### config.mk
export PLATFORM = sky130hd
export DESIGN_NAME = branch_resolve_unit
export DESIGN_NICKNAME = d
export VERILOG_FILES = /design/src/rtl/branch_resolve_unit.sv
export SDC_FILE = /design/constraint.sdc
export NUM_CORES = 1
export LEC_CHECK = 0
export CAP_MARGIN = 30
export CORE_MARGIN = 5
export CORE_UTILIZATION = 45
export DETAILED_ROUTE_END_ITERATION = 16
export DONT_BUFFER_PORTS = 1
export GPL_ROUTABILITY_DRIVEN = 0
export HOLD_SLACK_MARGIN = 0.06
export SLEW_MARGIN = 20
export SYNTH_ARGS = -nofsm -noshare
export SYNTH_HDL_FRONTEND = slang
export SYNTH_SLANG_ARGS = --single-unit
### constraint.sdc
create_clock -name clk -period 3.5 [get_ports clk]
set_input_delay 0.35 -clock clk [delete_from_list [all_inputs] [get_ports clk]]
set_output_delay 0.35 -clock clk [all_outputs]
set_load 0.03 [all_outputs]
### src/rtl/branch_resolve_unit.sv
// Branch/jump resolution stage: computes direction, target and link addresses, flags mispredicts,
// and trains a table of 2-bit saturating direction counters that fetch reads combinationally.
module branch_resolve_unit #(
    parameter int XLEN        = 32,
    parameter int BHT_ENTRIES = 16,
    parameter int IDX_LSB     = 2
) (
    input  logic            clk,
    input  logic            rst,
    input  logic            flush,
    input  logic            in_valid,
    output logic            in_ready,
    input  logic [XLEN-1:0] pc,
    input  logic [XLEN-1:0] src1_value,
    input  logic [XLEN-1:0] src2_value,
    input  logic [XLEN-1:0] imm,
    input  logic [3:0]      br_op,
    input  logic            pred_taken,
    input  logic [XLEN-1:0] pred_pc,
    output logic            out_valid,
    input  logic            out_ready,
    output logic            taken,
    output logic [XLEN-1:0] tgt_pc,
    output logic [XLEN-1:0] link_pc,
    output logic [XLEN-1:0] redirect_pc,
    output logic            mispredict,
    output logic            misaligned,
    input  logic [XLEN-1:0] lookup_pc,
    output logic            lookup_taken
);
    localparam int IDX_W = $clog2(BHT_ENTRIES);

    localparam logic [3:0] OP_BEQ  = 4'd1;
    localparam logic [3:0] OP_BNE  = 4'd2;
    localparam logic [3:0] OP_BLT  = 4'd3;
    localparam logic [3:0] OP_BGE  = 4'd4;
    localparam logic [3:0] OP_BLTU = 4'd5;
    localparam logic [3:0] OP_BGEU = 4'd6;
    localparam logic [3:0] OP_JAL  = 4'd7;
    localparam logic [3:0] OP_JALR = 4'd8;

    logic            accept;
    logic            train;
    logic            is_branch;
    logic            taken_next;
    logic [XLEN-1:0] tgt_next;
    logic [XLEN-1:0] link_next;
    logic [XLEN-1:0] redirect_next;
    logic            mispredict_next;
    logic            misaligned_next;
    logic [XLEN-1:0] jalr_sum;
    logic [IDX_W-1:0] upd_idx;
    logic [IDX_W-1:0] lookup_idx;

    logic            out_valid_reg;
    logic            taken_reg;
    logic [XLEN-1:0] tgt_reg;
    logic [XLEN-1:0] link_reg;
    logic [XLEN-1:0] redirect_reg;
    logic            mispredict_reg;
    logic            misaligned_reg;
    logic [1:0]      bht_reg [BHT_ENTRIES];

    assign in_ready = !out_valid_reg || out_ready;
    assign accept   = in_valid && in_ready && !flush;
    assign jalr_sum = src1_value + imm;
    assign link_next = pc + XLEN'(4);

    always_comb begin
        taken_next = 1'b0;
        is_branch  = 1'b1;
        tgt_next   = pc + imm;
        unique case (br_op)
            OP_BEQ:  taken_next = (src1_value == src2_value);
            OP_BNE:  taken_next = (src1_value != src2_value);
            OP_BLT:  taken_next = ($signed(src1_value) < $signed(src2_value));
            OP_BGE:  taken_next = !($signed(src1_value) < $signed(src2_value));
            OP_BLTU: taken_next = (src1_value < src2_value);
            OP_BGEU: taken_next = !(src1_value < src2_value);
            OP_JAL: begin
                taken_next = 1'b1;
                is_branch  = 1'b0;
            end
            OP_JALR: begin
                taken_next = 1'b1;
                is_branch  = 1'b0;
                tgt_next   = {jalr_sum[XLEN-1:1], 1'b0};
            end
            default: begin
                is_branch = 1'b0;
                tgt_next  = link_next;
            end
        endcase
    end

    // Op none resolves not-taken, so the general rule already yields mispredict = pred_taken.
    assign redirect_next   = taken_next ? tgt_next : link_next;
    assign mispredict_next = (taken_next != pred_taken) || (taken_next && (tgt_next != pred_pc));
    assign misaligned_next = taken_next && (tgt_next[1:0] != 2'b00);

    always_ff @(posedge clk or posedge rst) begin
        if (rst) begin
            out_valid_reg  <= 1'b0;
            taken_reg      <= 1'b0;
            tgt_reg        <= '0;
            link_reg       <= '0;
            redirect_reg   <= '0;
            mispredict_reg <= 1'b0;
            misaligned_reg <= 1'b0;
        end else if (flush) begin
            out_valid_reg <= 1'b0;
        end else if (accept) begin
            out_valid_reg  <= 1'b1;
            taken_reg      <= taken_next;
            tgt_reg        <= tgt_next;
            link_reg       <= link_next;
            redirect_reg   <= redirect_next;
            mispredict_reg <= mispredict_next;
            misaligned_reg <= misaligned_next;
        end else if (out_ready) begin
            out_valid_reg <= 1'b0;
        end
    end

    assign out_valid   = out_valid_reg;
    assign taken       = taken_reg;
    assign tgt_pc      = tgt_reg;
    assign link_pc     = link_reg;
    assign redirect_pc = redirect_reg;
    assign mispredict  = mispredict_reg;
    assign misaligned  = misaligned_reg;

    // Direction counters; lookup reads the current value so same-cycle training is invisible until the edge.
    assign train      = accept && is_branch;
    assign upd_idx    = pc[IDX_LSB +: IDX_W];
    assign lookup_idx = lookup_pc[IDX_LSB +: IDX_W];

    for (genvar gi = 0; gi < BHT_ENTRIES; gi++) begin : g_bht
        always_ff @(posedge clk or posedge rst) begin
            if (rst) begin
                bht_reg[gi] <= 2'b01;
            end else if (train && (upd_idx == IDX_W'(gi))) begin
                if (taken_next && (bht_reg[gi] != 2'b11)) begin
                    bht_reg[gi] <= bht_reg[gi] + 2'b01;
                end else if (!taken_next && (bht_reg[gi] != 2'b00)) begin
                    bht_reg[gi] <= bht_reg[gi] - 2'b01;
                end
            end
        end
    end

    assign lookup_taken = bht_reg[lookup_idx][1];

endmodule

### Word-level counts from Yosys, hierarchy flattened

Cells that the tools add are included.

* word-level logic and storage cells: 263
* memories: 0
* RAM bits: 0
* input port bits: 202
* bits in registers: 132
* ROM bits: 0
* bits in latches: 0

* order comparisons: 3
* $mul: 0
* divide/modulo/power cells: 0
* mux-type cells: 42
* reductions and logical operators: 115
* shift operators: 0
* add/subtract/negate cells: 35
* eq/ne operators: 43
* bitwise logic cells: 2

Operators by type and width (count)
* two-way mux 2 bit: 34
* nonzero test 2 bit: 33
* adder 32 bit: 2
* less-than comparator 32 bit: 2
* inequality test 32 bit: 2
* case mux 32 bit (2 select lines): 1
* logical AND 1 bit: 53
* == test 4 bit, second input constant: 9
* AND reduction 2 bit: 17
* adder 2 x 1 -> 2 bit, second input constant: 16
* adder 32 x 3 -> 32 bit, second input constant: 1
* == test 32 bit: 1
* == test 4 x 3 -> 1 bit, second input constant: 8
* two-way mux 32 bit: 1
* inequality test 2 bit, second input constant: 16
* subtractor 2 x 1 -> 2 bit, second input constant: 16
* == test 4 x 2 -> 1 bit, second input constant: 4
* binary-select mux 2 bit (select 4 bit): 1
* == test 4 x 1 -> 1 bit, second input constant: 2
* case mux 1 bit (7 select lines): 1
* OR reduction 7 bit: 1
* OR reduction 6 bit: 1
* >= comparator 5 bit, second input constant: 1
* logical NOT 1 bit: 5
* other kinds (8): 12

### Depth between registers and ports, before layout

* depth after elaboration: 7
* gate-level depth with buffers: 15
* mapped depth without buffers: 14

### Least setup slack after synthesis

No wires, ideal clock.

* kind: input-to-reg
* start point: input port pc[0]
* end point: register mispredict_reg, in the netlist mispredict
* setup time: 78 ps
* cell stages on the path: 14
* slack: 359 ps
* arrival: 3063 ps
* cell sequence: ha_1 -> inv_1 -> fa_1 -> nand2b_1 -> a21o_1 -> a211oi_1 -> o211ai_1 -> and2_1 -> a41o_1 -> or3_1 -> o2111a_1 -> nand4_1 -> nor4_1 -> a21oi_1

* word-level cells in the longest chain between the ends: 5

Ends and longest elaborated chain
* start, declared: line 13 `input logic [XLEN-1:0] pc,`
* adder 32 x 3 -> 32 bit / adder 32 bit (equally long branches): line 67, 72
* case mux 32 bit (2 select lines) *: line 73 `unique case (br_op)`
* inequality test 32 bit *: line 98 `assign mispredict_next = (taken_next != pred_taken) || (taken_next && (tgt_next != pred_pc));`
* logical AND 1 bit *: line 98
* logical OR 1 bit *: line 98
* end signal, assigned: line 118 `mispredict_reg <= mispredict_next;`
* end, declared: line 60 `logic mispredict_reg;`

Mark *: on every way between the ends. The rest lies on a longest branch, timed or not.
A chain may end at the register's enable or synchronous reset.

### Worst setup path in the final report

* start point: input port src1_value[19]
* end point: register mispredict_reg, in the netlist mispredict

* word-level cells in the longest chain between the ends: 5

Ends and longest elaborated chain
* start, declared: line 14 `input logic [XLEN-1:0] src1_value,`
* adder 32 bit (tied with other cells): line 66 `assign jalr_sum = src1_value + imm;`
* case mux 32 bit (2 select lines) (tied with other cells): line 73
* inequality test 32 bit / case mux 1 bit (7 select lines) (equally long branches): line 98, 73
* logical AND 1 bit / inequality test 1 bit (equally long branches): line 98
* logical OR 1 bit *: line 98

Marked as above.

==> summary.md <==
| Metric | Value |
|---|---|
| H-tree Lvls | 4 |
| Psw | 2.44 mW |
| Post-synth top area share | roughly 23% |
| Final Setup Violations | 0 |
| Post-synthesis sequential element count | 132 |
| Core area | 27800 µm² |
| Setup TNS | 0 ps |
| Post-Layout Cell Count | 2086 |
| Die height | 178 µm |
| Final net count | 1996 |
| Setup crit end | mispredict |
| Die Area | 31600 µm² |
| Crit path from | src1_value[19] |
| CP Class | in2reg |
| DR WL/cell | 22.3 µm |
| Max cap viols | 0 |
| Critical path required time | 3780 ps |
| Dpl cells | ~2000 |
| Clk Latency, worst-skew pair | 410 ps |
| PortBufs | 0 |
| Commonest non-fill, non-tap cell in the layout | nand2_1 |
| Worst vdd ir | 0.000355 V |
| Synth top area cells | dfrtp_1 23%, ha_1 9.6%, nand2_1 8.5%, o21ai_0 6.6%, a21oi_1 4.9% |
| Final Max Tran Viols | 0 |
| Syn_nets | 1964 |
| Clock network power share | 32.8% |
| Leak Pwr | approximately 6.2 nW |
| DRC | 0 |
| Placement Setup Slack | 6.92 ps |
| Max-slew headroom | 44.4% |
| Worst-path clk slew | approximately 60 ps |
| Synth unique cells | 96 |
| CP Max Fanout | 6 |
| Fmax | 315 MHz |
| Seq/Total Area, Yosys | 26.2% |
| Seq pwr share | 38.3% |
| Yosys top cell by area | dfrtp_1 |
| Startpoint Class | input pin |
| Top_reg_cell synth | dfrtp_1 |
| Die Span X | 178 µm |
| Power Dens Cells | 441 nW/µm² |
| Post-synth EDFFs | 0 |
| Root Buffer | clkbuf_16 |
| Total power | 6.27 mW |
| CTS tree | yes |
| # rows | 61 |
| CTS resizes | 0 |
| Switching part of the total power | 39.0% |
| Worst hold path type | in2reg |
| Final Hold Viols | 0 |
| Sinks on Clock Net | 132 |
| Synth Instances | roughly 1700 |
| Iter 0 DRT Violations | about 1000 |
| Detail Route Antenna Nets | 0 |
| Total GRT Usage | 28.8% |
| Pin count of the biggest net entering global routing | about 130 |
| Synth Cell Area | 12700 µm² |
| Initial Util | 45.6% |
| Via count | 12800 |
| Global-route wire length before repair | approximately 70 mm |
| Number of global-route vias before repair | 12200 |
| # IOs | 304 |
| Deepest clock path buffer count | 2 |
| Crit path capture type | register |
| Worst EP arrival | approximately 3500 ps |
| First-pass iteration count of the detailed router | 5 |
| Capture point of the worst reg-to-reg path | mispredict |
| Total Wirelength | 46.4 mm |
| Unrepaired setup endpoints after global routing | false |
| P_int | 3.83 mW |
| Most frequent cells in the layout | 288 x nand2_1, 168 x o21ai_0, 130 x nor2_1, 125 x a21oi_1, 116 x dfrtp_1 |
| Tightest Pin Transition | about 830 ps |
| Flop2flop setup slack | 500 ps |
| Syn. warnings | 0 |
| Ant diodes | 0 |
| GRT overflow | 0 |
| Result of the run | completed |
| Area grow syn2layout | 12.3% |
| Initial antenna violation count | 1 |
| Clock Skew | 10.2 ps |
| Period utilization | 90.6% |
| Final HPWL DP | 37.4 mm |
| Post-Syn Area per Cell | 7.62 µm² |
| Fin worst setup slack | 328 ps |
| Min cycle time layout | around 3200 ps |
| Worst r2r path cells | 11 |
| Drt via density | 6.14 |
| TritonCTS Buffers | 17 |
| Worst r2r src | out_valid |
| Layout cells sized above 1 | 10.9% |
| Logic pwr share | 28.9% |
| Asr flop ratio synth | 100% |
## worst min path at each step
stage	from	endpoint	slack (ps)	depth (start not counted)
after detailed placement	flush	out_valid	420	1
final	in_valid	out_valid	80	2
after global placement	flush	out_valid	420	1
after global routing	in_valid	out_valid	100	2
after floorplan	flush	out_valid	420	1
after CTS	in_valid	out_valid	70	2
## cell type report
cell class / instances / area [µm²]
fill: 2785 / 13500
multi-input combinational: 1373 / 8740
sequential: 132 / 3320
timing repair buffer: 89 / 703
tap: 378 / 473
clock buffer: 18 / 429
inverter: 82 / 312
clock inverter: 14 / 248
## stage by stage
stage               util (%)  hold WS, ps  cell area [µm²]
detailed placement      48.6          424            13500
CTS                     51.2         73.3            14200
global route            51.2          103            14200
floorplan                  -          416            12700
finish                  51.2         80.8            14200
global placement        48.6          419            13500
## synth_stat cells (18+ instances only)
cell type / count
nand2_1: 288
o21ai_0: 168
nor2_1: 130
a21oi_1: 125
dfrtp_1: 116
ha_1: 97
inv_1: 82
clkbuf_1: 63
nand3_1: 45
xnor2_1: 40
xor2_1: 36
nor3_1: 34
nand4_1: 31
a31oi_1: 23
or3_1: 23
a21o_1: 22
o211ai_1: 19
o21a_1: 18
## routing by layer
metal / routed length (µm) / global-route usage, %
met5: 18 / 0
met4: 1530 / 9.41
met3: 5340 / 8.46
met1: 20200 / 40.5
met2: 19400 / 42.2
## power groups by stage
stage	sequential, mW	clock (mW)	combinational [mW]
floorplan	2.34	0	1.27
global placement	2.42	0	1.75
detailed placement	2.43	0	1.77
CTS	2.41	2.08	1.79
global route	2.43	2.16	2.02
finish	2.40	2.06	1.81
## cell families (layout without fill, tap and decap cells)
family	count (synthesis)	in the layout	synth area share [%]
and+or+nand+nor	647	647	24.4
AOI/OAI and AO/OA	506	506	25.0
buffers and inverters	158	203	4.87
DFF	132	132	26.2
adders and majority gates	108	108	10.6
xor gates and xnor gates	79	79	5.74
muxes	33	33	3.22
## repair_timing
action	4_1_cts	5_1_grt
hold buffers	4	0
endpoints found under the hold margin	25	0
buffers inserted	0	0
## worst max-delay path, cell delays in order
cell and delay (ps):
ha_1 380, nand2_1 100, o21ai_0 470, buf_4 210
nor3_1 50, a21oi_1 380, nand4_1 260, nor4_2 190
o2111ai_1 130, nor4_1 240, buf_4 180, o2111ai_1 130
nor4_1 280, a21oi_1 100
(Power assumes the default switching activity.)
